File: src/rtl/alu_sequencer_pkg.sv
// rtl/alu_sequencer_pkg.sv - shared op codes, flag indices, FSM states and strobe struct for the ALU sequencer
package alu_sequencer_pkg;

    // Operation codes presented by the instruction decoder
    localparam logic [3:0] OP_ADC = 4'd0;
    localparam logic [3:0] OP_SBC = 4'd1;
    localparam logic [3:0] OP_AND = 4'd2;
    localparam logic [3:0] OP_ORA = 4'd3;
    localparam logic [3:0] OP_EOR = 4'd4;
    localparam logic [3:0] OP_CMP = 4'd5;
    localparam logic [3:0] OP_ASL = 4'd6;
    localparam logic [3:0] OP_ROL = 4'd7;
    localparam logic [3:0] OP_LSR = 4'd8;
    localparam logic [3:0] OP_ROR = 4'd9;
    localparam logic [3:0] OP_INC = 4'd10;

    // Bit positions inside the {N,Z,C,V} flag and write-mask vectors
    localparam int FLAG_N = 3;
    localparam int FLAG_Z = 2;
    localparam int FLAG_C = 1;
    localparam int FLAG_V = 0;

    // Status-register write masks used by the op table
    localparam logic [3:0] WE_NZCV = 4'b1111;
    localparam logic [3:0] WE_NZC  = 4'b1110;
    localparam logic [3:0] WE_NZ   = 4'b1100;
    localparam logic [3:0] WE_NONE = 4'b0000;

    // Sequencer states
    typedef enum logic [1:0] {
        ST_IDLE = 2'd0,
        ST_EXEC = 2'd1,
        ST_WAIT = 2'd2,
        ST_DONE = 2'd3
    } state_t;

    // ALU input-load and operation-select strobes, in output port order
    typedef struct packed {
        logic db_n_add;
        logic db_add;
        logic adl_add;
        logic zero_add;
        logic sb_add;
        logic one_addc;
        logic sums;
        logic ands;
        logic eors;
        logic ors;
        logic srs;
    } strobes_t;

    // Status flags derived from the sampled ALU outputs
    function automatic logic [3:0] flags_of(input logic [7:0] add, input logic acr, input logic avr);
        logic [3:0] f;
        f         = 4'b0000;
        f[FLAG_N] = add[7];
        f[FLAG_Z] = (add == 8'h00);
        f[FLAG_C] = acr;
        f[FLAG_V] = avr;
        return f;
    endfunction

endpackage

File: src/rtl/alu_op_decode.sv
// rtl/alu_op_decode.sv - combinational op/carry to ALU strobe vector and flag write mask
module alu_op_decode
    import alu_sequencer_pkg::*;
(
    input  logic [3:0] i_op,
    input  logic       i_carry,
    output strobes_t   o_strobes,
    output logic [3:0] o_flag_we
);

    // Op table: which ALU inputs load, which function runs, carry-in, and which flags update
    always_comb begin
        o_strobes = '0;
        o_flag_we = WE_NONE;
        case (i_op)
            OP_ADC: begin
                o_strobes.sb_add   = 1'b1;
                o_strobes.db_add   = 1'b1;
                o_strobes.sums     = 1'b1;
                o_strobes.one_addc = i_carry;
                o_flag_we          = WE_NZCV;
            end
            OP_SBC: begin
                o_strobes.sb_add   = 1'b1;
                o_strobes.db_n_add = 1'b1;
                o_strobes.sums     = 1'b1;
                o_strobes.one_addc = i_carry;
                o_flag_we          = WE_NZCV;
            end
            OP_AND: begin
                o_strobes.sb_add = 1'b1;
                o_strobes.db_add = 1'b1;
                o_strobes.ands   = 1'b1;
                o_flag_we        = WE_NZ;
            end
            OP_ORA: begin
                o_strobes.sb_add = 1'b1;
                o_strobes.db_add = 1'b1;
                o_strobes.ors    = 1'b1;
                o_flag_we        = WE_NZ;
            end
            OP_EOR: begin
                o_strobes.sb_add = 1'b1;
                o_strobes.db_add = 1'b1;
                o_strobes.eors   = 1'b1;
                o_flag_we        = WE_NZ;
            end
            OP_CMP: begin
                // Compare is a subtract with forced carry-in; the stored carry is irrelevant
                o_strobes.sb_add   = 1'b1;
                o_strobes.db_n_add = 1'b1;
                o_strobes.sums     = 1'b1;
                o_strobes.one_addc = 1'b1;
                o_flag_we          = WE_NZC;
            end
            OP_ASL: begin
                // Shift left is A+A; the decoder puts the same value on SB and DB
                o_strobes.sb_add = 1'b1;
                o_strobes.db_add = 1'b1;
                o_strobes.sums   = 1'b1;
                o_flag_we        = WE_NZC;
            end
            OP_ROL: begin
                o_strobes.sb_add   = 1'b1;
                o_strobes.db_add   = 1'b1;
                o_strobes.sums     = 1'b1;
                o_strobes.one_addc = i_carry;
                o_flag_we          = WE_NZC;
            end
            OP_LSR: begin
                o_strobes.sb_add = 1'b1;
                o_strobes.srs    = 1'b1;
                o_flag_we        = WE_NZC;
            end
            OP_ROR: begin
                o_strobes.sb_add   = 1'b1;
                o_strobes.srs      = 1'b1;
                o_strobes.one_addc = i_carry;
                o_flag_we          = WE_NZC;
            end
            OP_INC: begin
                o_strobes.zero_add = 1'b1;
                o_strobes.db_add   = 1'b1;
                o_strobes.sums     = 1'b1;
                o_strobes.one_addc = 1'b1;
                o_flag_we          = WE_NZ;
            end
            default: begin
                o_strobes = '0;
                o_flag_we = WE_NONE;
            end
        endcase
    end

endmodule

File: src/rtl/alu_sequencer.sv
// rtl/alu_sequencer.sv - sequences one ALU operation and returns result, NZCV flags and write mask
module alu_sequencer
    import alu_sequencer_pkg::*;
#(
    parameter int ALU_LATENCY = 1
) (
    input  logic       i_clk,
    input  logic       i_reset_n,
    input  logic       i_start,
    input  logic [3:0] i_op,
    input  logic       i_carry,
    input  logic [7:0] i_add,
    input  logic       i_acr,
    input  logic       i_avr,
    output logic       o_db_n_add,
    output logic       o_db_add,
    output logic       o_adl_add,
    output logic       o_0_add,
    output logic       o_sb_add,
    output logic       o_1_addc,
    output logic       o_sums,
    output logic       o_ands,
    output logic       o_eors,
    output logic       o_ors,
    output logic       o_srs,
    output logic       o_busy,
    output logic       o_done,
    output logic [7:0] o_result,
    output logic [3:0] o_flags,
    output logic [3:0] o_flag_we
);

    // WAIT counts down from LATENCY-1 to 0; the zero cycle is the capture cycle
    localparam logic [2:0] WAIT_LOAD = 3'(ALU_LATENCY - 1);

    state_t     state_q, state_d;
    logic [2:0] cnt_q, cnt_d;
    logic [3:0] op_q, op_d;
    logic       carry_q, carry_d;
    strobes_t   strobes_q, strobes_d;
    logic       busy_q, busy_d;
    logic       done_q, done_d;
    logic [7:0] result_q, result_d;
    logic [3:0] flags_q, flags_d;
    logic [3:0] we_q, we_d;

    strobes_t   dec_strobes;
    logic [3:0] dec_we;

    // The decoder looks at the op being latched this edge so strobes can be registered into EXEC
    alu_op_decode u_decode (
        .i_op      (op_d),
        .i_carry   (carry_d),
        .o_strobes (dec_strobes),
        .o_flag_we (dec_we)
    );

    // Next state, request latch, wait counter and result/flag capture
    always_comb begin
        state_d  = state_q;
        cnt_d    = cnt_q;
        op_d     = op_q;
        carry_d  = carry_q;
        result_d = result_q;
        flags_d  = flags_q;
        case (state_q)
            ST_IDLE, ST_DONE: begin
                if (i_start) begin
                    state_d = ST_EXEC;
                    op_d    = i_op;
                    carry_d = i_carry;
                end else begin
                    state_d = ST_IDLE;
                end
            end
            ST_EXEC: begin
                state_d = ST_WAIT;
                cnt_d   = WAIT_LOAD;
            end
            ST_WAIT: begin
                if (cnt_q == 3'd0) begin
                    state_d  = ST_DONE;
                    result_d = i_add;
                    flags_d  = flags_of(i_add, i_acr, i_avr);
                end else begin
                    cnt_d = cnt_q - 3'd1;
                end
            end
            default: state_d = ST_IDLE;
        endcase
    end

    // Outputs are decided from the next state so they are registered yet aligned to that state
    always_comb begin
        strobes_d = '0;
        we_d      = WE_NONE;
        busy_d    = (state_d == ST_EXEC) || (state_d == ST_WAIT);
        done_d    = (state_d == ST_DONE);
        if (state_d == ST_EXEC) begin
            strobes_d = dec_strobes;
        end
        if (state_d == ST_DONE) begin
            we_d = dec_we;
        end
    end

    // State and registered outputs; reset abandons any operation in flight
    always_ff @(posedge i_clk) begin
        if (!i_reset_n) begin
            state_q   <= ST_IDLE;
            cnt_q     <= 3'd0;
            op_q      <= 4'd0;
            carry_q   <= 1'b0;
            strobes_q <= '0;
            busy_q    <= 1'b0;
            done_q    <= 1'b0;
            result_q  <= 8'h00;
            flags_q   <= 4'b0000;
            we_q      <= WE_NONE;
        end else begin
            state_q   <= state_d;
            cnt_q     <= cnt_d;
            op_q      <= op_d;
            carry_q   <= carry_d;
            strobes_q <= strobes_d;
            busy_q    <= busy_d;
            done_q    <= done_d;
            result_q  <= result_d;
            flags_q   <= flags_d;
            we_q      <= we_d;
        end
    end

    assign o_db_n_add = strobes_q.db_n_add;
    assign o_db_add   = strobes_q.db_add;
    assign o_adl_add  = strobes_q.adl_add;
    assign o_0_add    = strobes_q.zero_add;
    assign o_sb_add   = strobes_q.sb_add;
    assign o_1_addc   = strobes_q.one_addc;
    assign o_sums     = strobes_q.sums;
    assign o_ands     = strobes_q.ands;
    assign o_eors     = strobes_q.eors;
    assign o_ors      = strobes_q.ors;
    assign o_srs      = strobes_q.srs;
    assign o_busy     = busy_q;
    assign o_done     = done_q;
    assign o_result   = result_q;
    assign o_flags    = flags_q;
    assign o_flag_we  = we_q;

endmodule
File: config.mk
export PLATFORM = sky130hd
export DESIGN_NAME = alu_sequencer
export DESIGN_NICKNAME = d
export VERILOG_FILES = /design/src/rtl/alu_sequencer_pkg.sv /design/src/rtl/alu_op_decode.sv /design/src/rtl/alu_sequencer.sv
export SDC_FILE = /design/constraint.sdc
export NUM_CORES = 1
export LEC_CHECK = 0
export ABC_CLOCK_PERIOD_IN_PS = 2180
export CAP_MARGIN = 20
export CORE_MARGIN = 5
export CORE_UTILIZATION = 50
export DETAILED_ROUTE_END_ITERATION = 10
export DONT_BUFFER_PORTS = 1
export PLACE_DENSITY_LB_ADDON = 0.25
export SYNTH_ARGS = -nofsm -noshare
export SYNTH_HDL_FRONTEND = slang
export SYNTH_SLANG_ARGS = --single-unit
File: constraint.sdc
create_clock -name i_clk -period 2.18 [get_ports i_clk]
set_input_delay 0.218 -clock i_clk [delete_from_list [all_inputs] [get_ports i_clk]]
set_output_delay 0.218 -clock i_clk [all_outputs]
set_load 0.005 [all_outputs]
After elaboration in Yosys (flattened, before gate mapping):

Index checks and enable logic that the tools add are counted.
W data, S select, Z words.

* bits in registers: 39
* input port bits: 18
* output and inout bits: 29
* logic and storage cells: 79

* $add $sub $neg: 1
* eq/ne operators: 17
* mux-type cells: 20
* reductions and logical operators: 21

Operators by type and width (number)
* $eq A4 B3 Y1 const B: 4
* $eq A4 B4 Y1 const B: 3
* $mux W1: 12
* $pmux W4 S3: 1
* $reduce_or A10 Y1: 1
* $reduce_or A2 Y1: 5
* $eq A2 B2 Y1 const B: 4
* $eq A4 B2 Y1 const B: 2
* $logic_not A8 Y1: 1
* $mux W4: 2
* $reduce_and A2 Y1: 4
* $reduce_or A4 Y1: 2
* $reduce_or A7 Y1: 1
* $pmux W2 S3: 1
* $pmux W3 S2: 1
* $reduce_or A6 Y1: 1
* $reduce_or A5 Y1: 1
* $eq A2 B1 Y1 const B: 2
* $eq A4 B1 Y1 const B: 1
* $logic_not A4 Y1: 1
* $logic_not A3 Y1: 1
* $mux W3: 1
* $sub A3 B1 Y3 const B: 1
* $logic_not A2 Y1: 1
* 5 further kinds: 5

Depth between registers and ports, before layout:

Gate-level depths: netlist of run 1.

* depth in word-level cells: 6
* mapped depth: 8
* mapped depth without buffers: 8

Modules after synthesis:

A second synthesis of run 1 with hierarchy kept.

* cell total of the unflattened synthesis: 173
* area total of the unflattened synthesis: 1617.8 µm²

Modules (own cells, without submodules)
* alu_sequencer: times used 1, cells each 139, area an instance 1402.6 µm², sequential area each 760.7 µm²
* alu_op_decode: times used 1, cells each 34, area an instance 215.2 µm², sequential area each 0.0 µm²

Least setup slack after synthesis of run 1:

No wires, ideal clock.

* path kind: reg-to-reg
* from: reg state_q[0]
* to: reg strobes_q (netlist bit o_sums)
* setup time: 0.126 ns
* arrival: 1.662 ns
* data required time: 2.054 ns
* setup slack: 0.392 ns
* cell stages (with the launch flop): 9
* path buffers: 1
* period minus slack after synthesis: 1.788 ns
* cell sequence: dfxtp_1 -> inv_1 -> ha_1 -> nand2_4 -> buf_6 -> mux2i_4 -> nand2_2 -> o22ai_1 -> nor3b_2

* longest elaborated chain between the ends: 6
* elaborated cells between the ends (all ways): 18
* classes of those cells: eq/ne (9); mux (4); reduce/logical (5)

RTL lines
* from (decl): RTL line alu_sequencer.sv:36 `state_t state_q, state_d;`
* from (signal assigned): RTL line alu_sequencer.sv:121 `state_q <= state_d;`
* $eq A2 B2 Y1 or $logic_not A2 Y1 (tied branches): RTL line alu_sequencer.sv:66 `case (state_q)`
* $reduce_or A2 Y1: RTL line alu_sequencer.sv:66
* $mux W4: RTL line alu_sequencer.sv:66
* $eq A4 B4 Y1 (tied with other cells): RTL line alu_op_decode.sv:15 `case (i_op)`
* $reduce_or A6 Y1 (no line)
* $mux W1: RTL line alu_op_decode.sv:15
* to (signal assigned): RTL line alu_sequencer.sv:125 `strobes_q <= strobes_d;`
* to (decl): RTL line alu_sequencer.sv:40 `strobes_t strobes_q, strobes_d;`

Parallel ways exist; a longest one is shown, timed or not.
A chain may end at the register's enable or synchronous reset.

Worst setup path in the final report of run 1:

Ends and elaborated chain as after synthesis.

==> results.ini, run 1 <==
[cells_and_area]
nets = 191
drive_gt1_share_pct = 13.0
fin_cells = 213
syn2layout_area_growth_pct = 6.54
fill_cells = 279
diodes = 0
post-route-util_pct = 55.2

[floorplanning]
dieHeight_microns = 66.0
dieWidth_microns = 66.0
rows = 20
core-area_sq_mm = 0.00303
die-area_sq_mm = 0.00436
start_util_pct = 51.8
ioPinCount = 47

[placement]
gp_congestion = 0.823
placed_cells = 202
numPortBuffers = 0
hpwlAfterDp_microns = 2350

[detailed_routing]
dr_total_vias = 1142
drt_iter0_drc = 57
drtAntennaViolNets = 0
drt_first_pass_iters = 5
drt-total-wl_microns = 3250
drcViolationCount = 0
via_per_inst = 5.36
wl_per_cell_microns = 15.3

[grt]
gr-usage-all-layers_pct = 16.1
grt_pass1_vias = 1172
use_met2_pct = 24.3
use_met3_pct = 5.78
grt_antenna_before_repair = 0
overflow = 0
grt.busiest_layer = met2
grt_start_max_net_pins = 23
grt_util_met1_pct = 19.3
grt_pass1_wl_microns = 5340

[sta]
post-route-min-period_ns = 2.08
finalCritPeriodShare_pct = 95.6
slew_viol_final = 0
fin_tns_setup_ns = 0
whs_ns = 0.0178
fin_skew_ns = 0.0180
fmax_ghz = 0.480
rsz0062_at_grt = no
setup_viol = 0
finalHoldViolations = 0

[logic_synthesis]
synth.cell_area_sq_mm = 0.00157
ys_top_cells_by_area = dfxtp_1 46%, mux2i_4 7.2%, nand2_1 6.2%, a21boi_0 5.7%, ha_1 4.0%
synth_edf_count = 0
synth_nets = 188
synth_area_leader_cell = dfxtp_1
async_reset_ff_share_pct = 0
avgSynthCellArea_sq_um = 9.51
yosysWarnings = 0
yosysTopAreaCellShare_pct = 45.9
synthMostInstantiatedCell = dfxtp_1
synth_ff_type = dfxtp_1
syn_inst = 165
synth-seq-cells = 36
ys_seq_area_share_pct = 45.9
yosysUniqueCellTypes = 34
synth_common_cells = 36 x dfxtp_1, 26 x nand2_1, 12 x a21boi_0

[setup_path]
cp_slowest_cell = ha_1
crit_path_end_kind = flop
crit_family = simple AND/OR/NAND/NOR gates
slowest_delay_ns = 0.42
crit_chain = inv_1 -> ha_1 -> nand2_4 -> mux2i_4 -> and2b_4 -> o22ai_1 -> nor3b_2
cp_data_arrival_time_ns = 2.33
worstSetupPathType = reg -> reg
crit_fanout = 12
cp_data_required_time_ns = 2.42
start_kind = flop
crit_buf_inv = 1

[clocking]
cts_max_level = 2
clock_latency_ns = 0.34
clkSinkCount = 36
clock_path_buffers = 2
clkTransAtPathRegs_ns = 0.12
cts_setup_buffers = 0
cts_inserted_buffers = 5
root_buffer = clkbuf_4
cts_tree = yes

[power_and_ir_drop]
leakage_nw = 0.620
ir_worst_vdd_v = 0.000482
power_density_mw_per_mm2 = 844

[hold_path]
hp-class = in -> reg

[run_status]
status = completed

[job]
maxCapViolations = 0

==> final timing paths <==
| kind | start | endpoint | slack [ns] | depth (start not counted) |
|---|---|---|---|---|
| setup / recovery | state_q[0] | o_sums | 0.1 | 7 |
| hold reg to reg | o_flags[1] | o_flags[1] | 0.50 | 2 |
| setup reg to reg | state_q[0] | o_sums | 0.1 | 7 |
| hold / removal | i_add[1] | o_result[1] | 0.02 | 2 |
==> stage by stage <==
step	total power (W)	instance area (sq um)	setup WS, ns
final	0.00141	1670	0.0955
after global routing	0.00149	1670	0.0153
after CTS	0.00141	1650	0.0415
after detailed placement	0.00106	1580	0.0532
after global placement	0.00105	1580	0.236
after floorplan	0.00101	1570	0.392
==> metal layers <==
layer  share of wire [%]  vias to the layer above
li1                    -                      555
met1                  43                      534
met2                  45                       42
met3                 9.3                       11
met4                 2.8                        0
met5                   0                        -
==> placed cells by master, fill, tap and decap left out, types with 2 or more instances in the layout <==
cell type and n:
nor4_1 2, nand3_1 3, dfxtp_1 36, and2b_1 3, nand2b_1 2, nand2_1 25
o21ai_0 7, clkbuf_4 5, nor2_1 9, inv_1 6, a21oi_1 7, nand2_2 2
clkinv_2 2, mux2i_4 5, nand3b_1 2, dlygate4sd3_1 3, ha_1 5, o21ai_1 2
nor3_1 6, a21boi_0 12, and2_1 5, nor2b_1 6
==> power breakdown <==
group / total [W] / switching [W] / internal (W)
Sequential: 0.000748 / 0.0000369 / 0.000711
Clock: 0.000354 / 0.000230 / 0.000124
Combinational: 0.000309 / 0.000176 / 0.000132
==> layout make-up <==
cell class                      instances  area [sq um]  area share (%)
Sequential cell                        36           721            43.1
Clock buffer                            5          37.5            2.25
Inverter                                6          22.5            1.35
Tap cell                               44          55.1            3.29
Multi-Input combinational cell        115           779            46.6
Clock inverter                          3          18.8            1.12
Timing Repair Buffer                    4          37.5            2.25
==> logic make-up (layout without fill, tap and decap cells) <==
group | Yosys count | in the layout | share of synthesized area [%]
and+or+nand+nor | 71 | 71 | 24.1
DFF | 36 | 36 | 45.9
AOI/OAI and AO/OA | 30 | 30 | 11.8
buffers and inverters | 14 | 18 | 4.54
muxes | 8 | 8 | 9.41
adders and majority gates | 5 | 5 | 3.99
other | 1 | 1 | 0.239
==> sequential cells by signal, summed over array words and instances, names as in the netlist, 2 cells and up <==
name / flops
cnt_q: 3
o_flag_we: 3
o_flags: 3
o_result: 8
op_q: 4
state_q: 2
==> repair_timing <==
item                                    CTS  global route
hold endpoints to repair                  4             6
endpoints found under the setup margin    0             1
gates resized for setup                   0             1
hold buffers                              1             2
Note: power is estimated with default switching activity, not from simulation.
==> run 2, diff against run 1 <==
- CORE_UTILIZATION: 50 -> 45
- HOLD_SLACK_MARGIN: not set -> 0.1
==> results.ini, run 2 (synthesis results as in run 1) <==
[power_and_ir_drop]
swShare_pct = 28.0  ; -3.5 points
seqPwrFrac_pct = 46.2  ; -6.8 points
p_int_w = 0.00116  ; +20%
power_density_mw_per_mm2 = 879  ; +4.2%
p_comb_share_pct = 21.1  ; -0.8 points
ir_worst_vdd_v = 0.000383  ; -21%
p_sw_w = 0.000452  ; +2.0%
leakage_nw = 0.686  ; +11%
p_clk_share_pct = 32.7  ; +7.6 points

[floorplanning]
rows = 21  ; +5.0%
dieHeight_microns = 69.1  ; +4.6%
core-area_sq_mm = 0.00336  ; +11%
start_util_pct = 46.7  ; -5.2 points
die-area_sq_mm = 0.00477  ; +9.4%
dieWidth_microns = 69.1  ; +4.6%
ioPinCount = 47  ; unchanged

[setup_path]
r2r_end = o_0_add
start_kind = flop
cp_data_arrival_time_ns = 2.29  ; -0.04 ns
slowest_delay_ns = 0.40  ; -0.02 ns
crit_path_end_kind = flop
crit_family = simple AND/OR/NAND/NOR gates
worstSetupPathType = reg -> reg
r2r-start = state_q[0]
cp_data_required_time_ns = 2.46  ; +0.04 ns
critPathLaunch = state_q[0]
cp_num_cells = 7  ; unchanged
crit_chain = inv_1 -> ha_1 -> nand2_4 -> mux2i_4 -> and2b_4 -> nand4_1 -> nor2_1
cp_slowest_cell = mux2i_4
crit_buf_inv = 1  ; unchanged
rrSetupSlack_ns = 0.17  ; +0.08 ns
r2r_cells = 7  ; unchanged
crit_fanout = 12  ; unchanged

[grt]
gr-usage-all-layers_pct = 15.7  ; -0.41 points
grt_pass1_vias = 1242  ; +6.0%
grt_pass1_wl_microns = 5930  ; +11%
overflow = 0  ; unchanged
grt_start_max_net_pins = 25  ; +8.7%
grt_antenna_before_repair = 0  ; unchanged

[sta]
worst_slew_pin_slew_ns = 0.687
rsz0062_at_grt = no
finalCritPeriodShare_pct = 92.0  ; -3.6 points
fin_tns_setup_ns = 0  ; unchanged
setup_viol = 0  ; unchanged
fmax_ghz = 0.498  ; +3.9%
relSlewSlack_pct = 54.1
whs_ns = 0.121  ; +0.103 ns
slew_viol_final = 0  ; unchanged
post-route-min-period_ns = 2.01  ; -0.0781 ns
fin_skew_ns = 0.00599  ; -0.0120 ns
finalHoldViolations = 0  ; unchanged

[job]
maxCapViolations = 0  ; unchanged

[detailed_routing]
via_per_inst = 5.28  ; -1.5%
wl_per_cell_microns = 15.8  ; +3.3%
drtAntennaViolNets = 0  ; unchanged
drcViolationCount = 0  ; unchanged
drt_iter0_drc = 80  ; +40%
drt_first_pass_iters = 4  ; -1
dr_total_vias = 1199  ; +5.0%
drt-total-wl_microns = 3580  ; +10%

[cells_and_area]
nets = 203  ; +6.3%
drive_gt1_share_pct = 12.7  ; -0.31 points
diodes = 0  ; unchanged
layout_common_cells = 36 x dfxtp_1, 26 x nand2_1, 15 x dlygate4sd3_1
fill_cells = 318  ; +14%
largest_reg_flops = 8  ; unchanged
final_common_cell = dfxtp_1
syn2layout_area_growth_pct = 17.2

[clocking]
cts_tree = yes
cts_inserted_buffers = 5  ; unchanged
root_buffer = clkbuf_4
clock_path_buffers = 2  ; unchanged
cts_max_level = 2  ; unchanged
cts_setup_buffers = 0  ; unchanged
clock_latency_ns = 0.34  ; about the same
clkSinkCount = 36  ; unchanged
clkTransAtPathRegs_ns = 0.11  ; about the same

[run_status]
status = completed

[placement]
numPortBuffers = 0  ; unchanged
hpwlAfterDp_microns = 2370  ; +0.98%
gp_congestion = 0.777  ; -5.6%

[hold_path]
hp-class = in -> reg
hold_end = op_q[2]
worstHoldPathCells = 2  ; unchanged
hold_start = i_op[2]

==> run 2: cell count changes in the layout (fill, tap and decap cells not counted), sizes merged <==
| cell | before | now |
|---|---|---|
| clkinv | 3 | 0 |
| dlygate4sd3 | 3 | 15 |
| clkbuf | 5 | 7 |
| bufinv | 0 | 1 |
==> run 2: worst max path at each step <==
| stage | end |
|---|---|
| after floorplan | o_sums |
| after global placement | o_sums |
| after detailed placement | o_sums |
| after CTS | o_flags[2] |
| after global routing | o_flags[2] |
| final | o_0_add |
==> run 2: power by group through the flow <==
stage	clock network, W	registers, W	logic (W)
after global routing	0.000561	0.000754	0.000375
after global placement	0	0.000762	0.000292
after CTS	0.000536	0.000749	0.000336
after detailed placement	0	0.000763	0.000305
after floorplan	0	0.000753	0.000262
final	0.000529	0.000748	0.000340
==> run 2: routing by layer <==
layer / share of wire [%] / routed length [microns] / GRT usage [%]
met1: 39 / 1380 / 16.8
met3: 9.1 / 326 / 6.83
met4: 2.5 / 91 / 7.38
met2: 50 / 1780 / 26.3
met5: 0 / 0 / 0
==> run 2: timing repair <==
action / 4_1_cts / 5_1_grt
endpoints found under the setup margin: 0 / 1
hold buffers: 16 / 0
hold endpoints to repair: 29 / 0
resized for setup: 0 / 3
==> run 2: metrics by stage <==
step / util (%) / instances / instance area (sq um) / power (W) / setup WS (ns)
detailed placement: 47.1 / 204 / 1590 / 0.00107 / 0.191
global route: 54.7 / 227 / 1840 / 0.00169 / 0.00658
finish: 54.7 / 227 / 1840 / 0.00162 / 0.174
CTS: 54.7 / 228 / 1840 / 0.00162 / 0.0494
global placement: 47.1 / 204 / 1590 / 0.00105 / 0.308
floorplan: - / 165 / 1570 / 0.00101 / 0.392
==> run 2: final cells by class <==
| type | count | area [sq um] | share of cell area (%) |
|---|---|---|---|
| clock inverter | 1 | 30.0 | 1.63 |
| clock buffer | 7 | 65.1 | 3.54 |
| tap | 46 | 57.6 | 3.13 |
| timing repair buffer | 16 | 158 | 8.57 |
| multi-input combinational | 115 | 786 | 42.7 |
| sequential | 36 | 721 | 39.2 |
| inverter | 6 | 22.5 | 1.22 |
==> run 3, diff against run 2 <==
- ABC_CLOCK_PERIOD_IN_PS: 2180 -> not set
==> results of run 3 <==
The final DEF is identical to that of run 2; final timing and power are the same.
